==> src/rtl/burst_accumulator_if.sv <==
// Handshake bundle for burst_accumulator: the sample stream in, the burst result out,
// the clear request and the sample count. master is the environment side, slave is the accumulator.
interface burst_accumulator_if #(
    parameter int N  = 8,
    parameter int CW = 3
);
    logic          clear;
    logic          in_valid;
    logic [N-1:0]  in_data;
    logic          in_ready;
    logic          out_valid;
    logic          out_ready;
    logic [N-1:0]  out_sum;
    logic          out_ovf;
    logic [CW-1:0] count;

    modport master (
        output clear, in_valid, in_data, out_ready,
        input  in_ready, out_valid, out_sum, out_ovf, count
    );

    modport slave (
        input  clear, in_valid, in_data, out_ready,
        output in_ready, out_valid, out_sum, out_ovf, count
    );
endinterface

==> src/rtl/burst_accumulator.sv <==
// Burst accumulator: sums LEN unsigned samples through a conditional-sum adder and
// holds the total, with a sticky carry flag, until the consumer takes it.
module CSA #(
    parameter int N = 8
) (
    input  logic [N-1:0] a,
    input  logic [N-1:0] b,
    input  logic         ci,
    output logic [N-1:0] sum,
    output logic         co
);
    localparam int L = (N > 1) ? $clog2(N) : 0;

    // Each level keeps two candidate sums per bit (carry-in 0 / 1) and two candidate
    // carries per block; block size doubles per level until one block spans N bits.
    genvar gl, gi;
    generate
        for (gl = 0; gl <= L; gl++) begin : lvl
            localparam int NB = (N + (1 << gl) - 1) >> gl;
            logic [N-1:0]  s0, s1;
            logic [NB-1:0] c0, c1;

            if (gl == 0) begin : g_leaf
                for (gi = 0; gi < N; gi++) begin : g_bit
                    assign s0[gi] = a[gi] ^ b[gi];
                    assign s1[gi] = ~(a[gi] ^ b[gi]);
                    assign c0[gi] = a[gi] & b[gi];
                    assign c1[gi] = a[gi] | b[gi];
                end
            end else begin : g_merge
                localparam int B = 1 << (gl - 1);
                for (gi = 0; gi < N; gi++) begin : g_bit
                    if (((gi / B) % 2) == 1) begin : g_upper
                        assign s0[gi] = lvl[gl-1].c0[(gi / B) - 1] ? lvl[gl-1].s1[gi] : lvl[gl-1].s0[gi];
                        assign s1[gi] = lvl[gl-1].c1[(gi / B) - 1] ? lvl[gl-1].s1[gi] : lvl[gl-1].s0[gi];
                    end else begin : g_lower
                        assign s0[gi] = lvl[gl-1].s0[gi];
                        assign s1[gi] = lvl[gl-1].s1[gi];
                    end
                end
                for (gi = 0; gi < NB; gi++) begin : g_blk
                    if (((2 * gi + 1) * B) < N) begin : g_pair
                        assign c0[gi] = lvl[gl-1].c0[2*gi] ? lvl[gl-1].c1[2*gi+1] : lvl[gl-1].c0[2*gi+1];
                        assign c1[gi] = lvl[gl-1].c1[2*gi] ? lvl[gl-1].c1[2*gi+1] : lvl[gl-1].c0[2*gi+1];
                    end else begin : g_single
                        assign c0[gi] = lvl[gl-1].c0[2*gi];
                        assign c1[gi] = lvl[gl-1].c1[2*gi];
                    end
                end
            end
        end
    endgenerate

    assign sum = ci ? lvl[L].s1 : lvl[L].s0;
    assign co  = ci ? lvl[L].c1[0] : lvl[L].c0[0];
endmodule

module burst_accumulator #(
    parameter int N   = 8,
    parameter int LEN = 4,
    parameter int CW  = 3
) (
    input  logic              clk,
    input  logic              rst_n,
    burst_accumulator_if.slave bus
);
    typedef enum logic {ACC, HOLD} state_t;

    state_t        state_reg;
    logic [N-1:0]  acc_reg;
    logic          ovf_reg;
    logic [CW-1:0] count_reg;
    logic          in_ready_reg;
    logic          out_valid_reg;
    logic [N-1:0]  csa_sum;
    logic          csa_co;

    CSA #(.N(N)) u_csa (
        .a   (acc_reg),
        .b   (bus.in_data),
        .ci  (1'b0),
        .sum (csa_sum),
        .co  (csa_co)
    );

    always_ff @(posedge clk) begin
        if (!rst_n || bus.clear) begin
            state_reg     <= ACC;
            acc_reg       <= '0;
            ovf_reg       <= 1'b0;
            count_reg     <= '0;
            in_ready_reg  <= 1'b1;
            out_valid_reg <= 1'b0;
        end else begin
            case (state_reg)
                ACC: begin
                    if (bus.in_valid) begin
                        acc_reg   <= csa_sum;
                        ovf_reg   <= ovf_reg | csa_co;
                        count_reg <= count_reg + CW'(1);
                        if (count_reg == CW'(LEN - 1)) begin
                            state_reg     <= HOLD;
                            in_ready_reg  <= 1'b0;
                            out_valid_reg <= 1'b1;
                        end
                    end
                end
                HOLD: begin
                    if (bus.out_ready) begin
                        state_reg     <= ACC;
                        acc_reg       <= '0;
                        ovf_reg       <= 1'b0;
                        count_reg     <= '0;
                        in_ready_reg  <= 1'b1;
                        out_valid_reg <= 1'b0;
                    end
                end
                default: begin
                    state_reg     <= ACC;
                    in_ready_reg  <= 1'b1;
                    out_valid_reg <= 1'b0;
                end
            endcase
        end
    end

    assign bus.in_ready  = in_ready_reg;
    assign bus.out_valid = out_valid_reg;
    assign bus.out_sum   = acc_reg;
    assign bus.out_ovf   = ovf_reg;
    assign bus.count     = count_reg;
endmodule

==> src/flat_wrapper.sv <==
// flat-port wrapper written by rule: the top's interface ports become plain ports
module burst_accumulator_flat 
#(
    parameter int N   = 8,
    parameter int LEN = 4,
    parameter int CW  = 3
)
  (clk, rst_n, bus_clear, bus_in_valid, bus_in_data, bus_out_ready, bus_in_ready, bus_out_valid, bus_out_sum, bus_out_ovf, bus_count);
  burst_accumulator_if #(.N(N), .CW(CW)) bus_i ();
  input  logic clk;
  input  logic rst_n;
  input wire logic [$bits(bus_i.clear)-1:0] bus_clear;
  input wire logic [$bits(bus_i.in_valid)-1:0] bus_in_valid;
  input wire logic [$bits(bus_i.in_data)-1:0] bus_in_data;
  input wire logic [$bits(bus_i.out_ready)-1:0] bus_out_ready;
  output wire logic [$bits(bus_i.in_ready)-1:0] bus_in_ready;
  output wire logic [$bits(bus_i.out_valid)-1:0] bus_out_valid;
  output wire logic [$bits(bus_i.out_sum)-1:0] bus_out_sum;
  output wire logic [$bits(bus_i.out_ovf)-1:0] bus_out_ovf;
  output wire logic [$bits(bus_i.count)-1:0] bus_count;
  assign bus_i.clear = bus_clear;
  assign bus_i.in_valid = bus_in_valid;
  assign bus_i.in_data = bus_in_data;
  assign bus_i.out_ready = bus_out_ready;
  assign bus_in_ready = bus_i.in_ready;
  assign bus_out_valid = bus_i.out_valid;
  assign bus_out_sum = bus_i.out_sum;
  assign bus_out_ovf = bus_i.out_ovf;
  assign bus_count = bus_i.count;
  burst_accumulator #(.N(N), .LEN(LEN), .CW(CW)) u_core (.clk(clk), .rst_n(rst_n), .bus(bus_i));
endmodule
==> config.mk <==
export PLATFORM = sky130hd
export DESIGN_NAME = burst_accumulator_flat
export DESIGN_NICKNAME = d
export VERILOG_FILES = /design/src/rtl/burst_accumulator_if.sv /design/src/rtl/burst_accumulator.sv /design/src/flat_wrapper.sv
export SDC_FILE = /design/constraint.sdc
export NUM_CORES = 1
export LEC_CHECK = 0
export ABC_AREA = 1
export BUFFER_PORTS_ARGS = -buffer_cell sky130_fd_sc_hd__clkbuf_2
export CORE_ASPECT_RATIO = 0.75
export CORE_UTILIZATION = 45
export DETAILED_ROUTE_END_ITERATION = 6
export PLACE_DENSITY = 0.65
export SYNTH_ARGS = -nofsm -noshare
export SYNTH_HDL_FRONTEND = slang
export SYNTH_SLANG_ARGS = --single-unit
==> constraint.sdc <==
create_clock -name clk -period 1.5 [get_ports clk]
set_input_delay 0.15 -clock clk [delete_from_list [all_inputs] [get_ports clk]]
set_output_delay 0.15 -clock clk [all_outputs]
set_load 0.01 [all_outputs]
==> results.md <==
- Status: finished clean
- Vias in the first global route: 948
- Min Tclk post-route: 1.43 ns
- Reg clk slew, reported paths: 0.11 ns
- Ports: 27
- Met3 Use GR: 0.0661
- Chip height: 46.8 um
- First-pass GRT wire length: slightly below 4 mm
- Via count: about 1100
- Relative slew slack: 0.724
- Layout net count: around 240
- Worst hold path class: in2reg
- All-Layer GR Usage: 0.192
- Area contributors post-synth: dfxtp_1, ha_1, nand2_1
- Sink Count: 15
- # DRC: 0
- Post-Route WL: roughly 2.5 mm
- TritonCTS buffer count: 3
- Via density: 4.67
- Clock root buffer: clkbuf_4
- DRT iter0 DRCs: 55
- Worst Skew: 0.0108 ns
- Leakage: 0.769 nW
- Max Cap Viol: 0
- TNS Setup: 0 ns
- Worst Tran Pin Value: ~0.41 ns
- Synthesized instance count: 177
- Simple-gate portion of the synthesized area: 0.282
- Post-synth top area share: 0.249
- Dpl cells: 240
- Critical Path End Type: flop
- Final period util: 0.952
- Layout area overhead: 22.3%
- Mapped Nets: 207
- WL per Instance: between 10 and 15 um
- Slew Limit Fails: 0
- Most common cell after layout, fill and taps aside: nand2_1
- Synthesized area: 1210 um2
- Initial antenna violation count: 0
- YS warnings: 0
- Max clock buf depth: 2
- Num rows: 15
- Dpl ws: 0.0425 ns
- Layout cells sized above 1: 0.256
- CP max FO: 7
- Met2 usage: 0.295
- Met1 global-route usage: 0.268
- Required @ worst endpoint: 1.68 ns
- F_max: ~0.7 GHz
- H-tree depth: 1
- Setup Viol. Count Final: 0
- Post-synth cell types: 24
- CTS tree: done
- Commonest non-fill, non-tap cells in the layout: nand2_1, inv_1, clkbuf_2, ha_1
- Avg Inst Size Synth: 6.81 um2
- Synth Area in XOR/XNOR: 0.0581
- #FFs+latches synth: 15
- Antenna diodes: 0
- Core Footprint: 2420 um2
- Synth Area in Compound Gates: 0.117
- Die area: ~2900 um2
- Global route overflow: 0
- Register area share after synthesis: 0.249
- Skew-Pair Late Insertion Delay: 0.30 ns
- Post-Synth Adder-Cell Area: 0.176
- GRT Max-Usage Layer: met2
- Starting Density: 0.498
- Pin count of the biggest net entering global routing: 12
- Die width: 61.8 um
- Mux contribution to synthesized area: 0
- Detailed Routing Iterations Pass 1: 4
- Final hold vios: 0
- Largest family of logic cells by synthesized area: simple AND/OR/NAND/NOR gates
- Yosys top cell by area: dfxtp_1
- Pwr per Cell Area: roughly 630 nW/um2
- DRT antenna net count: 0
- Max FFs per register: 8
- Post-route insts no fill: 245
- Critical Path Source Type: flop
- GPL Wtd Cong: ~0.78
- WS Path Type: reg2reg
- I/O Buffers: 26
- Hpwl dp: 1.99 mm
- VDD IR max: 597 uV
- Critical path data arrival time: approximately 1.6 ns
- Final setup margin: 0.0717 ns
[what timing repair did]
| item | in CTS | in global routing |
|---|---|---|
| hold endpoints to repair | 0 | 0 |
| buffers inserted | 0 | 1 |
| endpoints found under the setup margin | 0 | 6 |
| hold buffers | 0 | 0 |
| gates resized for setup | 0 | 14 |
[cell type report]
class	count	area [um2]
inverter	32	120
multi-input combinational	128	802
tap	34	42.5
clock inverter	1	7.51
clock buffer	3	22.5
fill	232	946
timing repair buffer	32	175
sequential	15	305
[Yosys cell counts]
cell type	number
a21oi_1	11
o21a_1	1
nand3b_1	1
clkbuf_8	1
xor2_1	5
buf_4	1
dfxtp_1	15
a21oi_2	1
o211ai_1	2
nand2_4	2
inv_1	32
o21ai_1	1
nor2_2	2
o21ai_2	1
nor2_4	1
nor2_1	9
ha_1	17
o22ai_1	1
o21ai_0	7
or2_1	1
xnor2_1	3
nand2_2	2
nand2_1	53
nand3_1	7
[worst paths after layout]
check	startpoint	endpoint	slack (ns)	depth (start not counted)
max	u_core.bus.out_sum[0]$_SDFFE_PP0P_	u_core.bus.out_sum[4]$_SDFFE_PP0P_	0.07	9
min reg2reg	u_core.bus.out_valid$_SDFFE_PP0P_	u_core.bus.out_valid$_SDFFE_PP0P_	0.45	2
min	bus_out_ready	u_core.state_reg$_SDFF_PP0_	0.11	3
max reg2reg	u_core.bus.out_sum[0]$_SDFFE_PP0P_	u_core.bus.out_sum[4]$_SDFFE_PP0P_	0.07	9
[through the flow]
step | hold WS, ns | utilization | total power, mW | cell area (um2)
final | 0.108 | 0.609 | 0.934 | 1480
after CTS | 0.101 | 0.589 | 0.927 | 1430
after global placement | 0.417 | 0.576 | 0.661 | 1400
after global routing | 0.129 | 0.609 | 0.995 | 1480
after detailed placement | 0.424 | 0.576 | 0.668 | 1400
after floorplan | 0.319 | - | 0.599 | 1210
[report_power, final]
part           internal [mW]  switching [mW]
sequential             0.411          0.0110
clock                  0.102           0.156
combinational          0.112           0.142
total                  0.625           0.309
[routing by layer]
metal	wire length [um]	share of wire
met2	1110	0.44
met1	1270	0.50
met3	126	0.050
met5	0	0
met4	12	0.0048
[critical path: stages (launching register included)]
cell	delay, ns
dfxtp_1	0.42
ha_4	0.19
nand2_1	0.08
inv_1	0.10
nor2_4	0.05
nand2_2	0.07
nand2_4	0.07
or2_1	0.21
nand3_1	0.07
a21oi_1	0.06
[kinds of logic after synthesis]
logic type               count (synthesis)
AND/OR/NAND/NOR                         78
buffers and inverters                   34
AO/OA/AOI/OAI                           25
adder cells (fa/ha/maj)                 17
flip-flops                              15
XOR/XNOR                                 8
Power figures use the tool's default switching activity.
